<file path="config.mk">
export PLATFORM = sky130hd
export DESIGN_NAME = ui_sub_pipe
export DESIGN_NICKNAME = d
export VERILOG_FILES = /design/src/rtl/tytra_math_pkg.sv /design/src/rtl/ui_sub_stage.sv /design/src/rtl/ui_sub_pipe.sv
export SDC_FILE = /design/constraint.sdc
export NUM_CORES = 1
export LEC_CHECK = 0
export CAP_MARGIN = 0
export CORE_MARGIN = 1.5
export CORE_UTILIZATION = 45
export CTS_BUF_LIST = sky130_fd_sc_hd__clkbuf_8
export CTS_CLUSTER_SIZE = 20
export DETAILED_ROUTE_END_ITERATION = 6
export DONT_BUFFER_PORTS = 1
export GPL_ROUTABILITY_DRIVEN = 0
export PLACE_DENSITY = 0.66
export SYNTH_ARGS = -nofsm -noshare
export SYNTH_HDL_FRONTEND = slang
export SYNTH_SLANG_ARGS = --single-unit
</file>
<file path="constraint.sdc">
create_clock -name clk -period 3.4 [get_ports clk]
set_clock_uncertainty 0.1 [all_clocks]
set_input_delay 0.51 -clock clk [delete_from_list [all_inputs] [get_ports clk]]
set_output_delay 0.51 -clock clk [all_outputs]
set_load 0.02 [all_outputs]
</file>
<file path="src/rtl/tytra_math_pkg.sv">
// Shared helpers for the pipelined math cores: stage count and slice-width legality.
package tytra_math_pkg;

   // Number of pipeline stages when a word of n bits is cut into chunk-bit slices.
   function automatic int stage_count(input int n, input int chunk);
      return (chunk > 0) ? (n / chunk) : 1;
   endfunction

   // A width is legal only if it splits into a whole number of non-empty slices.
   function automatic bit chunk_fits(input int n, input int chunk);
      return (chunk > 0) && (n >= chunk) && ((n % chunk) == 0);
   endfunction

endpackage

</file>
<file path="src/rtl/ui_sub_stage.sv">
// One pipeline slice: subtract slice S with the incoming borrow, forward
// the remaining operand slices and lower result slices, and hold a valid bit.
module ui_sub_stage
   import tytra_math_pkg::*;
#(
   parameter int N     = 64,
   parameter int CHUNK = 16,
   parameter int S     = 0
) (
   input  logic         clk,
   input  logic         rst_n,
   input  logic         up_valid,
   input  logic [N-1:0] a_in,
   input  logic [N-1:0] b_in,
   input  logic [N-1:0] res_in,
   input  logic         br_in,
   input  logic         down_load,
   output logic         load,
   output logic         valid,
   output logic [N-1:0] a_out,
   output logic [N-1:0] b_out,
   output logic [N-1:0] res_out,
   output logic         br_out
);

   localparam int LSB = S * CHUNK;

   logic         v_q, v_d;
   logic [N-1:0] a_q, a_d;
   logic [N-1:0] b_q, b_d;
   logic [N-1:0] res_q, res_d;
   logic         br_q, br_d;
   logic [CHUNK:0] diff;

   // A stage may take new contents when it is empty or its contents move on.
   assign load = !v_q || down_load;

   // Slice subtract with borrow; the extra MSB of the wide difference is the borrow out.
   always_comb begin
      diff  = {1'b0, a_in[LSB +: CHUNK]} - {1'b0, b_in[LSB +: CHUNK]}
              - {{CHUNK{1'b0}}, br_in};
      v_d   = v_q;
      a_d   = a_q;
      b_d   = b_q;
      res_d = res_q;
      br_d  = br_q;
      if (load) begin
         v_d                 = up_valid;
         a_d                 = a_in;
         b_d                 = b_in;
         res_d               = res_in;
         res_d[LSB +: CHUNK] = diff[CHUNK-1:0];
         br_d                = diff[CHUNK];
      end
   end

   // Stage registers; data may load with a bubble, but the valid bit tracks it.
   always_ff @(posedge clk or negedge rst_n) begin
      if (!rst_n) begin
         v_q   <= 1'b0;
         a_q   <= '0;
         b_q   <= '0;
         res_q <= '0;
         br_q  <= 1'b0;
      end else begin
         v_q   <= v_d;
         a_q   <= a_d;
         b_q   <= b_d;
         res_q <= res_d;
         br_q  <= br_d;
      end
   end

   assign valid   = v_q;
   assign a_out   = a_q;
   assign b_out   = b_q;
   assign res_out = res_q;
   assign br_out  = br_q;

endmodule

</file>
<file path="src/rtl/ui_sub_pipe.sv">
// Pipelined unsigned subtractor c = a - b with borrow-out, one CHUNK-bit
// slice per stage and valid/ready handshakes on both sides.
module ui_sub_pipe
   import tytra_math_pkg::*;
#(
   parameter int N     = 64,
   parameter int CHUNK = 16
) (
   input  logic         clk,
   input  logic         rst_n,
   input  logic         in_valid,
   output logic         in_ready,
   input  logic [N-1:0] a,
   input  logic [N-1:0] b,
   output logic         out_valid,
   input  logic         out_ready,
   output logic [N-1:0] c,
   output logic         borrow
);

   localparam int STAGES = stage_count(N, CHUNK);

   if (!chunk_fits(N, CHUNK)) begin : g_bad_cfg
      $fatal(1, "ui_sub_pipe: N must be a non-zero multiple of CHUNK");
   end

   genvar gi;
   for (gi = 0; gi < STAGES; gi++) begin : g_stage
      logic         up_v, br_i, dn_ld;
      logic [N-1:0] a_i, b_i, res_i;
      logic         ld, v, br_o;
      logic [N-1:0] a_o, b_o, res_o;

      if (gi == 0) begin : g_first
         assign up_v  = in_valid;
         assign a_i   = a;
         assign b_i   = b;
         assign res_i = '0;
         assign br_i  = 1'b0;
      end else begin : g_chain
         assign up_v  = g_stage[gi-1].v;
         assign a_i   = g_stage[gi-1].a_o;
         assign b_i   = g_stage[gi-1].b_o;
         assign res_i = g_stage[gi-1].res_o;
         assign br_i  = g_stage[gi-1].br_o;
      end

      if (gi == STAGES - 1) begin : g_last
         logic [N-1:0] unused_ab;
         assign dn_ld     = out_ready;
         assign unused_ab = a_o ^ b_o;
      end else begin : g_inner
         assign dn_ld = g_stage[gi+1].ld;
      end

      ui_sub_stage #(
         .N     (N),
         .CHUNK (CHUNK),
         .S     (gi)
      ) u_stage (
         .clk       (clk),
         .rst_n     (rst_n),
         .up_valid  (up_v),
         .a_in      (a_i),
         .b_in      (b_i),
         .res_in    (res_i),
         .br_in     (br_i),
         .down_load (dn_ld),
         .load      (ld),
         .valid     (v),
         .a_out     (a_o),
         .b_out     (b_o),
         .res_out   (res_o),
         .br_out    (br_o)
      );
   end

   assign in_ready  = g_stage[0].ld;
   assign out_valid = g_stage[STAGES-1].v;
   assign c         = g_stage[STAGES-1].res_o;
   assign borrow    = g_stage[STAGES-1].br_o;

endmodule
</file>
* Word level (Yosys, flattened, before mapping)
Cells that the tools add are included.
** Storage, ports and cells
- Word-level logic and storage cells :: 33
- Bits in registers :: 552
- Input port bits :: 132
- Output and inout bits :: 67
** Cells by class
- Reduce and logical (&&, ||, !) cells :: 8
- $add $sub $neg :: 7
** Operator list (number)
- 16-bit by 16-bit subtractor with 17-bit output :: 4
- 17-bit by 1-bit subtractor with 17-bit output :: 3
- 1-bit logical NOT :: 4
- 1-bit logical OR :: 4

* Longest topological paths before layout
- Depth after elaboration :: 5
- Mapped depth :: 11
- Gate-level depth less buffers :: 10

* Cells and area by module
Synthesis repeated with hierarchy kept, for this count alone.
** Unflattened totals
- Cells, all modules :: 3820
- Area total of the unflattened synthesis :: 33269.4 µm²
** Modules (own cells, without submodules)
- ui_sub_stage (g_stage[3].u_stage) :: cells an instance 969, seq. area each 4854.7 µm², area an instance 8363.0 µm², instances 1
- ui_sub_stage (g_stage[1].u_stage) :: cells an instance 950, seq. area each 4854.7 µm², area an instance 8346.8 µm², instances 1
- ui_sub_stage (g_stage[0].u_stage) :: cells an instance 951, seq. area each 4854.7 µm², area an instance 8287.9 µm², instances 1
- ui_sub_stage (g_stage[2].u_stage) :: cells an instance 949, seq. area each 4854.7 µm², area an instance 8267.9 µm², instances 1
- ui_sub_pipe :: cells an instance 1, seq. area each 0.0 µm², area an instance 3.8 µm², instances 1

* Worst setup path before layout
No wires, ideal clock.
- Path kind :: register to register
- Start :: reg g_stage[2].u_stage.br_q
- End :: reg g_stage[3].u_stage.res_q[60]
- Stages on the path, launching flop included :: 10
- Data arrival time :: 2.702 ns
- Buffers on the path :: 0
- Clock period less this slack :: 2.923 ns
- Required time :: 3.180 ns
- Setup time :: 0.120 ns
- Slack :: 0.477 ns
- Cells stage by stage :: dfrtp_1 inv_1 fa_1 fa_1 nand2b_4 a2111oi_4 nor3_2 or3_4 a2111o_1 o211a_1
** On the way
- Cells in the longest elaborated chain, start to end :: 1
** RTL lines
- from (decl) :: line ui_sub_stage.sv:32 : logic br_q, br_d;
- from (signal assigned) :: line ui_sub_stage.sv:70 : br_q <= br_d;
- 17-bit by 1-bit subtractor with 17-bit output :: line ui_sub_stage.sv:41 : - {{CHUNK{1'b0}}, br_in};
- to (signal assigned) :: line ui_sub_stage.sv:69 : res_q <= res_d;
- to (decl) :: line ui_sub_stage.sv:31 : logic [N-1:0] res_q, res_d;
No other way between the ends.
A chain may end at the register's enable or synchronous reset.

* Final worst setup path
Same ends and word-level chain as after synthesis.

==> results.sh <==
export IMPL_tritoncts="built"
export IMPL_drc=0
export IMPL_cts_root_buffer="clkbuf_8"
export IMPL_grt_max_degree=361
export IMPL_ys_types=65
export IMPL_cts_resized=0
export IMPL_synth_top_area_cell="dfrtp_1"
export IMPL_fin_crit_ns=3.08
export IMPL_crit_path_top_delay_cell="fa_1"
export IMPL_avgViaCountPerCell=4.92
export IMPL_wl_met1_um=18100
export IMPL_cts_hold_buf=99
export IMPL_ys_ff_latch=360
export IMPL_fmax_mhz=324
export IMPL_async_flop_share_pct=100
export IMPL_max_cap_viol_count=0
export IMPL_h_tree_depth=2
export IMPL_nNetsFinal=2337
export IMPL_numPortBuffers=0
export IMPL_worstSetupStartpointType="flip-flop"
export IMPL_initial_core_util_pct=46.0
export IMPL_worstPathArrival_ns=3.51
export IMPL_worstSetupPathType="flip-flop to flip-flop"
export IMPL_slew_headroom_pct=27.7
export IMPL_syn_num_nets=2252
export IMPL_path_common_cell="fa_1"
export IMPL_ctsLongestPathBuffers=3
export IMPL_required_ns=3.83
export IMPL_endpoint_kind="flip-flop"
export IMPL_clk_latency_ns=0.63
export IMPL_critPathLaunch="g_stage[2].u_stage.br_out$_DFFE_PN0P_"
export IMPL_post_drt_wl_per_cell_um=14.7
export IMPL_dr_pass1_iters=5
export IMPL_crit_reg2reg_launch="g_stage[2].u_stage.br_out$_DFFE_PN0P_"
export IMPL_tns_ns=0
export IMPL_antenna_found_initial=1
export IMPL_rsz0062_at_grt="no"
export IMPL_crit_path_end="g_stage[3].u_stage.res_out[60]$_DFFE_PN0P_"
export IMPL_fp_coreArea_um2=37800
export IMPL_dr_wl_met2_um=18000
export IMPL_synth_top_area_share_pct=51.8
export IMPL_grt_usage_pct=20.2
export IMPL_grt_overflow_total=0
export IMPL_min_period_over_period_pct=90.7
export IMPL_first_global_vias=12900
export IMPL_violations="negative hold slack"
export IMPL_ios=199
export IMPL_syn_area_per_cell_um2=8.67
export IMPL_power_total_mw=15.0
export IMPL_ys_warn_count=0
export IMPL_drv_slew=0
export IMPL_slowest_delay_ns=0.47
export IMPL_die_area_um2=39800
export IMPL_met3_length_um=2030
export IMPL_synth_area_leaders="dfrtp_1 (52%), nand2_1 (18%), ha_1 (7.6%)"
export IMPL_hp_class="input pin to async pin"
export IMPL_syn2layout_area_growth_pct=15.5
export IMPL_layout_drive_gt1_share_pct=5.79
export IMPL_postRouteAntennaNets=0
export IMPL_dieWidth_um=200
export IMPL_numCtsBuffers=60
export IMPL_netlist_instances=2007
export IMPL_tightest_slew_ns=1.09
export IMPL_synth_area_um2=17400
export IMPL_clock_sinks=360
export IMPL_cts_setup_buffers=0
export IMPL_setup_viol=0
export IMPL_ys_flop_type="dfrtp_1"
export IMPL_num_rows=71
export IMPL_hold_viol_final=360
export IMPL_leakage_nw=10.5
export IMPL_top_layer_used="met4"
export IMPL_seq_area_frac_synth_pct=51.8
export IMPL_vias=13100
export IMPL_wl_um=39000
export IMPL_layout_setup_ws_ns=0.315
export IMPL_fillers=3579
export IMPL_drt_iter0_markers=558
export IMPL_hpwl_um=25900
export IMPL_crit_path_cell_trace="inv_1 -> fa_1 -> fa_1 -> nand2b_4 -> a2111oi_4 -> nor3_2 -> or3_4 -> a2111o_1 -> o211a_1"
export IMPL_timing_rr_end="g_stage[3].u_stage.res_out[60]$_DFFE_PN0P_"
export IMPL_clk_pin_slew_ns=0.06
export IMPL_powerDensity_nw_per_um2=748
export IMPL_die_h_um=200
export IMPL_grt_pass1_wl_um=64600
export IMPL_path_max_fanout=3
export IMPL_ff2ff_setup_slack_ns=0.32
export IMPL_status="complete, but fails checks"
export IMPL_worst_hold_slack_ns=-0.498
export IMPL_worst_r2r_cell_count=9
export IMPL_synth_edf_count=0
export IMPL_place_ws_ns=0.324
export IMPL_peakVddDrop_mv=0.343
==> stage by stage <==
stage | instances | cell area (um^2) | utilization [%]
2_1_floorplan | 2007 | 17400 | -
3_3_place_gp | 2442 | 17800 | 47.1
3_5_place_dp | 2442 | 17800 | 47.1
4_1_cts | 2651 | 20100 | 53.1
5_1_grt | 2652 | 20100 | 53.1
6_report | 2653 | 20100 | 53.1
==> synth_stat cells, drive strengths merged (3+ instances only) <==
library cell / n
o21ai: 89
a221oi: 5
nand2b: 14
a21oi: 66
nand3b: 3
or3: 8
nor2: 68
and3: 9
nor4b: 3
a21o: 19
dfrtp: 360
o21bai: 8
o211ai: 7
nand3: 4
a211oi: 8
and2: 6
or2: 5
a21boi: 3
o2111ai: 3
o21a: 8
clkbuf: 63
nor3: 14
fa: 7
buf: 25
o22ai: 4
inv: 166
nand2: 818
nand4: 10
o31ai: 8
xor2: 19
a31oi: 6
a2111oi: 4
xnor2: 28
mux2i: 4
ha: 106
==> metal layers <==
metal  up-vias  GRT usage, %
met5         -             0
met4         0          6.88
met3        69          4.66
met2       259          31.9
met1      6142          27.4
li1       6587             -
==> final cells by class <==
type	count	area [um^2]	area share, %
sequential	360	9010	44.8
multi-input combinational	1393	7440	37.0
clock buffer	82	1130	5.62
timing repair buffer	111	1110	5.50
tap	511	639	3.18
inverter	166	626	3.11
clock inverter	28	143	0.710
antenna	2	5.00	0.0249
==> flip-flops by register name (all words and copies together), names as in the netlist <==
signal and cells:
g_stage.u_stage.b_out 96, g_stage.u_stage.a_out 96, g_stage.u_stage.valid 4, g_stage.u_stage.br_out 4
g_stage.u_stage.res_out 160
==> report_power, final <==
group          internal (mW)  switching (mW)
clock                   2.21            1.71
sequential              5.42            1.10
combinational           1.95            2.65
total                   9.58            5.46
==> critical path: cells and delay by family (launching register included) <==
family / cells / cell delay (ns)
adders and majority gates: 2 / 0.88
DFF: 1 / 0.35
and+or+nand+nor: 3 / 0.67
buffers and inverters: 1 / 0.06
AOI/OAI and AO/OA: 3 / 0.92
==> worst min-delay path by stage <==
| stage | slack (ns) | endpoint | cells past startpoint | startpoint |
|---|---|---|---|---|
| finish | -0.50 | g_stage[0].u_stage.a_out[28]$_DFFE_PN0P_ | 0 | rst_n |
| global route | -0.56 | g_stage[0].u_stage.b_out[27]$_DFFE_PN0P_ | 0 | rst_n |
| CTS | -0.57 | g_stage[3].u_stage.res_out[19]$_DFFE_PN0P_ | 0 | rst_n |
| detailed placement | 0.14 | g_stage[0].u_stage.a_out[28]$_DFFE_PN0P_ | 0 | rst_n |
| global placement | 0.14 | g_stage[0].u_stage.b_out[28]$_DFFE_PN0P_ | 0 | rst_n |
| floorplan | 0.11 | g_stage[0].u_stage.a_out[16]$_DFFE_PN0P_ | 0 | rst_n |
==> layout by cell type (no fill, tap or decap), types with 3 or more instances in the layout <==
| master | n |
|---|---|
| a2111oi_0 | 3 |
| a211oi_1 | 8 |
| a21boi_0 | 3 |
| a21o_1 | 19 |
| a21oi_1 | 66 |
| a221oi_1 | 4 |
| a31oi_1 | 6 |
| and2_1 | 4 |
| and3_1 | 8 |
| buf_4 | 10 |
| clkbuf_8 | 82 |
| clkinv_2 | 5 |
| dfrtp_1 | 360 |
| dlygate4sd3_1 | 99 |
| fa_1 | 7 |
| ha_1 | 106 |
| inv_1 | 186 |
| mux2i_1 | 4 |
| nand2_1 | 816 |
| nand2b_1 | 12 |
| nand3_1 | 4 |
| nand3b_1 | 3 |
| nand4_1 | 10 |
| nor2_1 | 68 |
| nor3_1 | 13 |
| nor4b_1 | 3 |
| o2111ai_1 | 3 |
| o211ai_1 | 7 |
| o21a_1 | 8 |
| o21ai_0 | 86 |
| o21ai_1 | 3 |
| o21bai_1 | 8 |
| o22ai_1 | 4 |
| o31ai_1 | 8 |
| or2_2 | 5 |
| or3_1 | 7 |
| xnor2_1 | 28 |
| xor2_1 | 19 |
==> cells by family (layout without fill, tap and decap cells) <==
group                    after synthesis  after routing  share of synthesized area (%)
AO/OA/AOI/OAI                        259            259                           9.33
adder cells (fa/ha/maj)              113            113                           8.43
flip-flops                           360            360                           51.8
AND/OR/NAND/NOR                      970            970                           22.2
buffers and inverters                254            387                           5.61
multiplexers                           4              4                          0.230
XOR/XNOR                              47             47                           2.37
other                                  0              2                              0
Power figures use the tool's default switching activity.
